`config.mk`:
```
export PLATFORM = sky130hd
export DESIGN_NAME = fp_accumulator_flat
export DESIGN_NICKNAME = d
export VERILOG_FILES = /design/src/rtl/fp_pkg.sv /design/src/rtl/fp_accumulator_if.sv /design/src/rtl/fp_sat_adder.sv /design/src/rtl/fp_accumulator.sv /design/src/flat_wrapper.sv
export SDC_FILE = /design/constraint.sdc
export NUM_CORES = 1
export LEC_CHECK = 0
export CORE_MARGIN = 1
export CORE_UTILIZATION = 41
export DETAILED_ROUTE_END_ITERATION = 8
export PLACE_DENSITY = 0.68
export SETUP_SLACK_MARGIN = 0.5
export SYNTH_ARGS = -nofsm -noshare
export SYNTH_HDL_FRONTEND = slang
export SYNTH_HIERARCHICAL = 1
export SYNTH_SLANG_ARGS = --single-unit
export TNS_END_PERCENT = 100
```
`constraint.sdc`:
```
create_clock -name clk -period 4.12 [get_ports clk]
set_input_delay 0.824 -clock clk [delete_from_list [all_inputs] [get_ports clk]]
set_output_delay 0.824 -clock clk [all_outputs]
set_load 0.01 [all_outputs]
```
`src/rtl/fp_pkg.sv`:
```
// Shared fixed-point helpers: FSM state type and saturating two's-complement add.
package fp_pkg;

  // Widest operand the helpers support; callers sign-extend into this width.
  localparam int unsigned FpMaxW = 64;

  typedef enum logic [0:0] {StAcc, StDone} fp_state_e;

  // Largest value representable in an n-bit signed word, sign-extended to FpMaxW.
  function automatic logic signed [FpMaxW-1:0] sat_max(input int unsigned n);
    logic signed [FpMaxW-1:0] one;
    one = FpMaxW'(1);
    return (one <<< (n - 1)) - one;
  endfunction

  // Smallest value representable in an n-bit signed word, sign-extended to FpMaxW.
  function automatic logic signed [FpMaxW-1:0] sat_min(input int unsigned n);
    return ~sat_max(n);
  endfunction

  // Saturating add of two n-bit values already sign-extended to FpMaxW (n < FpMaxW).
  // Returns {ovf, sum}; sum is clamped to the n-bit rails, sign-extended.
  function automatic logic [FpMaxW:0] fp_sat_add(input logic signed [FpMaxW-1:0] a,
                                                 input logic signed [FpMaxW-1:0] b,
                                                 input int unsigned n);
    logic signed [FpMaxW:0]   s;
    logic signed [FpMaxW:0]   hi;
    logic signed [FpMaxW:0]   lo;
    logic signed [FpMaxW-1:0] mx;
    logic signed [FpMaxW-1:0] mn;
    mx = sat_max(n);
    mn = sat_min(n);
    s  = {a[FpMaxW-1], a} + {b[FpMaxW-1], b};
    hi = {mx[FpMaxW-1], mx};
    lo = {mn[FpMaxW-1], mn};
    if (s > hi) begin
      return {1'b1, mx};
    end else if (s < lo) begin
      return {1'b1, mn};
    end else begin
      return {1'b0, s[FpMaxW-1:0]};
    end
  endfunction

endpackage

```
`src/rtl/fp_accumulator_if.sv`:
```
// Product input stream and sum output stream of the accumulator.
interface fp_accumulator_if #(
  parameter int unsigned n = 32
);
  logic         istream_val;
  logic         istream_rdy;
  logic [n-1:0] istream_msg;
  logic         ostream_val;
  logic         ostream_rdy;
  logic [n-1:0] ostream_msg;
  logic         ostream_ovf;

  // Producer of products / consumer of sums.
  modport master (
    output istream_val, istream_msg, ostream_rdy,
    input  istream_rdy, ostream_val, ostream_msg, ostream_ovf
  );

  // The accumulator itself.
  modport slave (
    input  istream_val, istream_msg, ostream_rdy,
    output istream_rdy, ostream_val, ostream_msg, ostream_ovf
  );
endinterface

```
`src/rtl/fp_sat_adder.sv`:
```
// Combinational n-bit signed saturating adder (n must be below fp_pkg::FpMaxW).
module fp_sat_adder #(
  parameter int unsigned n = 32
) (
  input  logic signed [n-1:0] a,
  input  logic signed [n-1:0] b,
  output logic signed [n-1:0] sum,
  output logic                ovf
);
  import fp_pkg::*;

  logic signed [FpMaxW-1:0] a_ext;
  logic signed [FpMaxW-1:0] b_ext;
  logic        [FpMaxW:0]   res;
  logic                     unused_hi;

  // Widen, add with clamping, then narrow; upper bits only carry the sign extension.
  always_comb begin
    a_ext     = FpMaxW'(a);
    b_ext     = FpMaxW'(b);
    res       = fp_sat_add(a_ext, b_ext, n);
    sum       = res[n-1:0];
    ovf       = res[FpMaxW];
    unused_hi = ^res[FpMaxW-1:n];
  end

endmodule

```
`src/rtl/fp_accumulator.sv`:
```
// Sums groups of L signed fixed-point products with saturation; one sum per group.
module fp_accumulator #(
  parameter int unsigned n = 32,
  parameter int unsigned d = 16,
  parameter int unsigned L = 8
) (
  input logic              clk,
  input logic              reset,
  input logic              clear,
  fp_accumulator_if.slave  s
);
  import fp_pkg::*;

  localparam int unsigned cw = $clog2(L + 1);

  fp_state_e            state_q, state_d;
  logic signed [n-1:0]  acc_q, acc_d;
  logic        [cw-1:0] count_q, count_d;
  logic                 ovf_q, ovf_d;

  logic signed [n-1:0]  base;
  logic signed [n-1:0]  add_sum;
  logic                 add_ovf;
  logic                 in_rdy;
  logic                 in_xfer;

  // Fraction position does not affect addition; kept only for documentation.
  logic [31:0] unused_frac;
  assign unused_frac = d;

  // First element of a group starts from zero rather than the previous sum.
  assign base = (count_q == '0) ? '0 : acc_q;

  fp_sat_adder #(
    .n (n)
  ) u_adder (
    .a   (base),
    .b   (s.istream_msg),
    .sum (add_sum),
    .ovf (add_ovf)
  );

  // State register.
  always_ff @(posedge clk or negedge reset) begin
    if (!reset) begin
      state_q <= StAcc;
      acc_q   <= '0;
      count_q <= '0;
      ovf_q   <= 1'b0;
    end else begin
      state_q <= state_d;
      acc_q   <= acc_d;
      count_q <= count_d;
      ovf_q   <= ovf_d;
    end
  end

  // Next-state: clear aborts, sum hand-off, and product accumulation.
  always_comb begin
    state_d = state_q;
    acc_d   = acc_q;
    count_d = count_q;
    ovf_d   = ovf_q;
    in_xfer = s.istream_val && in_rdy;
    if (clear) begin
      state_d = StAcc;
      acc_d   = '0;
      count_d = '0;
      ovf_d   = 1'b0;
    end else begin
      if (state_q == StDone && s.ostream_rdy) begin
        state_d = StAcc;
        acc_d   = '0;
        ovf_d   = 1'b0;
      end
      // A product arriving as the sum leaves becomes element 1 of the next group.
      if (in_xfer) begin
        acc_d = add_sum;
        ovf_d = (count_q == '0) ? add_ovf : (ovf_q | add_ovf);
        if (count_q == cw'(L - 1)) begin
          count_d = '0;
          state_d = StDone;
        end else begin
          count_d = count_q + cw'(1);
          state_d = StAcc;
        end
      end
    end
  end

  // Output decode; ready in DONE follows the consumer for zero-bubble streaming.
  always_comb begin
    in_rdy        = !clear && (state_q == StAcc || s.ostream_rdy);
    s.istream_rdy = in_rdy;
    s.ostream_val = (state_q == StDone);
    s.ostream_msg = acc_q;
    s.ostream_ovf = ovf_q;
  end

endmodule

```
`src/flat_wrapper.sv`:
```
// flat-port wrapper written by rule: the top's interface ports become plain ports
module fp_accumulator_flat import fp_pkg::*;
#(
  parameter int unsigned n = 32,
  parameter int unsigned d = 16,
  parameter int unsigned L = 8
)
  (clk, reset, clear, s_istream_val, s_istream_msg, s_ostream_rdy, s_istream_rdy, s_ostream_val, s_ostream_msg, s_ostream_ovf);
  fp_accumulator_if #(.n(n)) s_i ();
  input logic clk;
  input logic reset;
  input logic clear;
  input wire logic [$bits(s_i.istream_val)-1:0] s_istream_val;
  input wire logic [$bits(s_i.istream_msg)-1:0] s_istream_msg;
  input wire logic [$bits(s_i.ostream_rdy)-1:0] s_ostream_rdy;
  output wire logic [$bits(s_i.istream_rdy)-1:0] s_istream_rdy;
  output wire logic [$bits(s_i.ostream_val)-1:0] s_ostream_val;
  output wire logic [$bits(s_i.ostream_msg)-1:0] s_ostream_msg;
  output wire logic [$bits(s_i.ostream_ovf)-1:0] s_ostream_ovf;
  assign s_i.istream_val = s_istream_val;
  assign s_i.istream_msg = s_istream_msg;
  assign s_i.ostream_rdy = s_ostream_rdy;
  assign s_istream_rdy = s_i.istream_rdy;
  assign s_ostream_val = s_i.ostream_val;
  assign s_ostream_msg = s_i.ostream_msg;
  assign s_ostream_ovf = s_i.ostream_ovf;
  fp_accumulator #(.n(n), .d(d), .L(L)) u_core (.clk(clk), .reset(reset), .clear(clear), .s(s_i));
endmodule
```
==> results.toml <==
[clock_tree]
clock_latency_ns = 0.30
hold_buffers = 0
clockRootBuffer = "clkbuf_8"
cts_buffers = 5
htree_levels = 2
clock_sinks = 38
clock_path_buffers = 2
tritoncts = "done"
clk_pin_slew_ns = 0.08

[pwr]
p_leak_nw = 2.34
power_density_nw_per_um2 = 289
peakVddDrop_mv = 0.174

[route]
totalWireLength_mm = 11.2
detailedRoute.firstIterationViolations = 117
antenna_left = 0
avgRoutedWirePerCell_microns = 17.2
first_pass_iters = 4
route.detailed.drc = 0
drt-vias-per-instance = 5.62
via_count = 3647

[logic_synthesis]
synth_edf_count = 0
synth_nets = 482
avgSynthCellArea_sq_um = 9.53
yosysTopAreaCell = "dfrtp_1"
synth.area.top_cells = "dfrtp_1 24%, ha_1 11%, a22o_1 7.2%"
ys_warn_count = 6
synth_cell_types = 65
mappedNetlistArea_sq_um = 3910
synth-main-ff-cell = "dfrtp_1"
synth_seq_cells = 38
syn_inst = 410
seq_area_frac_synth_pct = 24.3
synth_most_common_cell = "dfrtp_1"
yosysTopAreaCellShare_pct = 24.3
synthTopCellsByCount = "38 x dfrtp_1, 37 x nor2b_1, 34 x ha_1, 32 x a22o_1, 29 x a21oi_1"
async_reset_ff_share_pct = 100

[setup_path]
cp_max_fo = 8
crit_type = "reg -> reg"
endpoint_kind = "flip-flop"
worst_r2r_path_depth = 14
worstPathRequired_ns = 4.31
worstPathArrival_ns = 3.72
cp-start-kind = "flip-flop"

[sta]
setup_viol = 0
fin_skew_ns = 0.00910
hold_violations = 0
slew_headroom_pct = 37.1
finalCritPeriodShare_pct = 85.7
layout_setup_ws_ns = 0.591
slew_viol_final = 0
min_period_ns = 3.53
tightest_slew_ns = 0.944
max_freq_ghz = 0.283
rsz0062_at_grt = "yes"
setup_tns_ns = 0
fin_hold_ws_ns = 0.511

[placement]
pre_cts_ws_ns = 0.121
gp_congestion = 0.871
numPortBuffers = 71
place_inst = 600
place_hpwl_mm = 6.87

[floorplanning]
die_w_microns = 99.6
dieArea_sq_um = 9920
initial_utilization_pct = 42.3
io_pins = 72
core-area_sq_um = 9240
chipHeight_microns = 99.6
num_rows = 35

[cells_and_area]
drive_gt1_share_pct = 31.3
stdcell_count = 649
synthToLayoutAreaGrowth_pct = 41.2
nets = 591
antenna_cells = 0

[global_route]
grt_usage_pct = 20.7
globalRoute.totalOverflow = 0
grt_max_degree = 39
grt_pass1_vias = 3505
grt_pass1_wl_mm = 16.6
antenna_found_initial = 0

[min_path]
holdCritPathClass = "reg -> reg"
whs_path_depth = 1

[run]
maxCapViolCount = 0

[outcome]
status = "finished clean"
==> repair_timing <==
item / 4_1_cts / 5_1_grt
resized for setup: 21 / 81
pin swaps: 5 / 38
buffers inserted: 10 / 26
endpoints found under the setup margin: 32 / 33
hold endpoints to repair: 0 / 0
gates cloned: 1 / 4
==> cell usage in the layout, fill, tap and decap left out, types with 3 or more instances in the layout <==
master           netlist  final
clkdlybuf4s50_1        0     70
dfrtp_1               38     38
buf_4                  1     35
a22o_1                32     32
maj3_2                 8     29
nor2b_1               37     28
a21oi_1               29     24
nand2_1               25     22
xnor2_1               21     21
ha_1                  34     20
inv_1                 16     13
nor2_1                13     11
ha_4                   0     10
a21o_1                 9      9
nor2b_2                0      8
xor2_1                 8      8
clkbuf_8               0      6
nand3_1                7      6
o21ai_0               10      6
a21oi_2                0      5
o21ai_2                3      5
buf_6                 11      4
buf_12                 0      4
nand2b_1               4      4
nand4_1                4      4
o21ai_1                2      4
nor3_1                 5      4
o211ai_1               4      4
ha_2                   0      4
o31ai_2                0      3
nand2_2                1      3
o21a_1                 3      3
a31oi_1                3      3
o21bai_1               4      3
==> layer usage <==
layer	global-route usage, %	share of wire, %
met2	36.2	51
met5	0	0
met3	3.30	4.2
met4	4.19	1.4
met1	27.1	44
==> sequential cells by signal, summed over array words and instances, names as in the netlist <==
register / flops
u_core/s.ostream_ovf: 1
u_core/s.ostream_msg: 32
u_core/count_q: 4
u_core/s.ostream_val: 1
==> cells by family after synthesis <==
group	count (synthesis)	synth area share (%)
AND/OR/NAND/NOR	113	17.2
buffers and inverters	33	5.54
adder cells (fa/ha/maj)	66	19.6
multiplexers	3	0.929
XOR/XNOR	30	7.21
flip-flops	38	24.3
AO/OA/AOI/OAI	127	25.2
==> cell type report <==
class / count / area [sq um]
Clock buffer: 7 / 86.3
Clock inverter: 1 / 5.00
Fill cell: 757 / 3720
Inverter: 16 / 62.6
Multi-Input combinational cell: 339 / 3060
Sequential cell: 38 / 951
Tap cell: 129 / 161
Timing Repair Buffer: 119 / 1190
==> per-stage QoR <==
stage               instance area (sq um)  util (%)  power, mW
finish                               5520      59.7       1.59
global placement                     4700      50.9       1.11
detailed placement                   4700      50.9       1.12
floorplan                            3910         -      0.903
global route                         5520      59.7       1.69
CTS                                  4970      53.8       1.45
==> critical path, stage by stage, from the launching register on <==
cell,delay [ns]
dfrtp_1,0.40
inv_2,0.09
ha_4,0.12
nor3b_4,0.21
buf_12,0.18
buf_12,0.13
nor2b_1,0.05
ha_1,0.37
a21oi_1,0.41
nand3b_1,0.20
a21o_1,0.27
a311oi_2,0.34
xnor2_1,0.12
maj3_2,0.31
a22o_1,0.21
==> power breakdown <==
group	internal (mW)	switching, mW
registers	0.413	0.0325
clock network	0.136	0.150
logic	0.461	0.400
==> worst paths after layout <==
| kind | from | endpoint | slack (ns) |
|---|---|---|---|
| min reg2reg | u_core/s.ostream_ovf | u_core/s.ostream_ovf | 0.51 |
| max reg2reg | u_core/count_q[0] | u_core/s.ostream_msg[21] | 0.59 |
| max in group asynchronous | reset | u_core/s.ostream_msg[2] | 2.87 |
| min | u_core/s.ostream_ovf | u_core/s.ostream_ovf | 0.51 |
| min in group asynchronous | reset | u_core/s.ostream_msg[29] | 0.66 |
| max | u_core/count_q[0] | u_core/s.ostream_msg[21] | 0.59 |
Power figures use the tool's default switching activity.
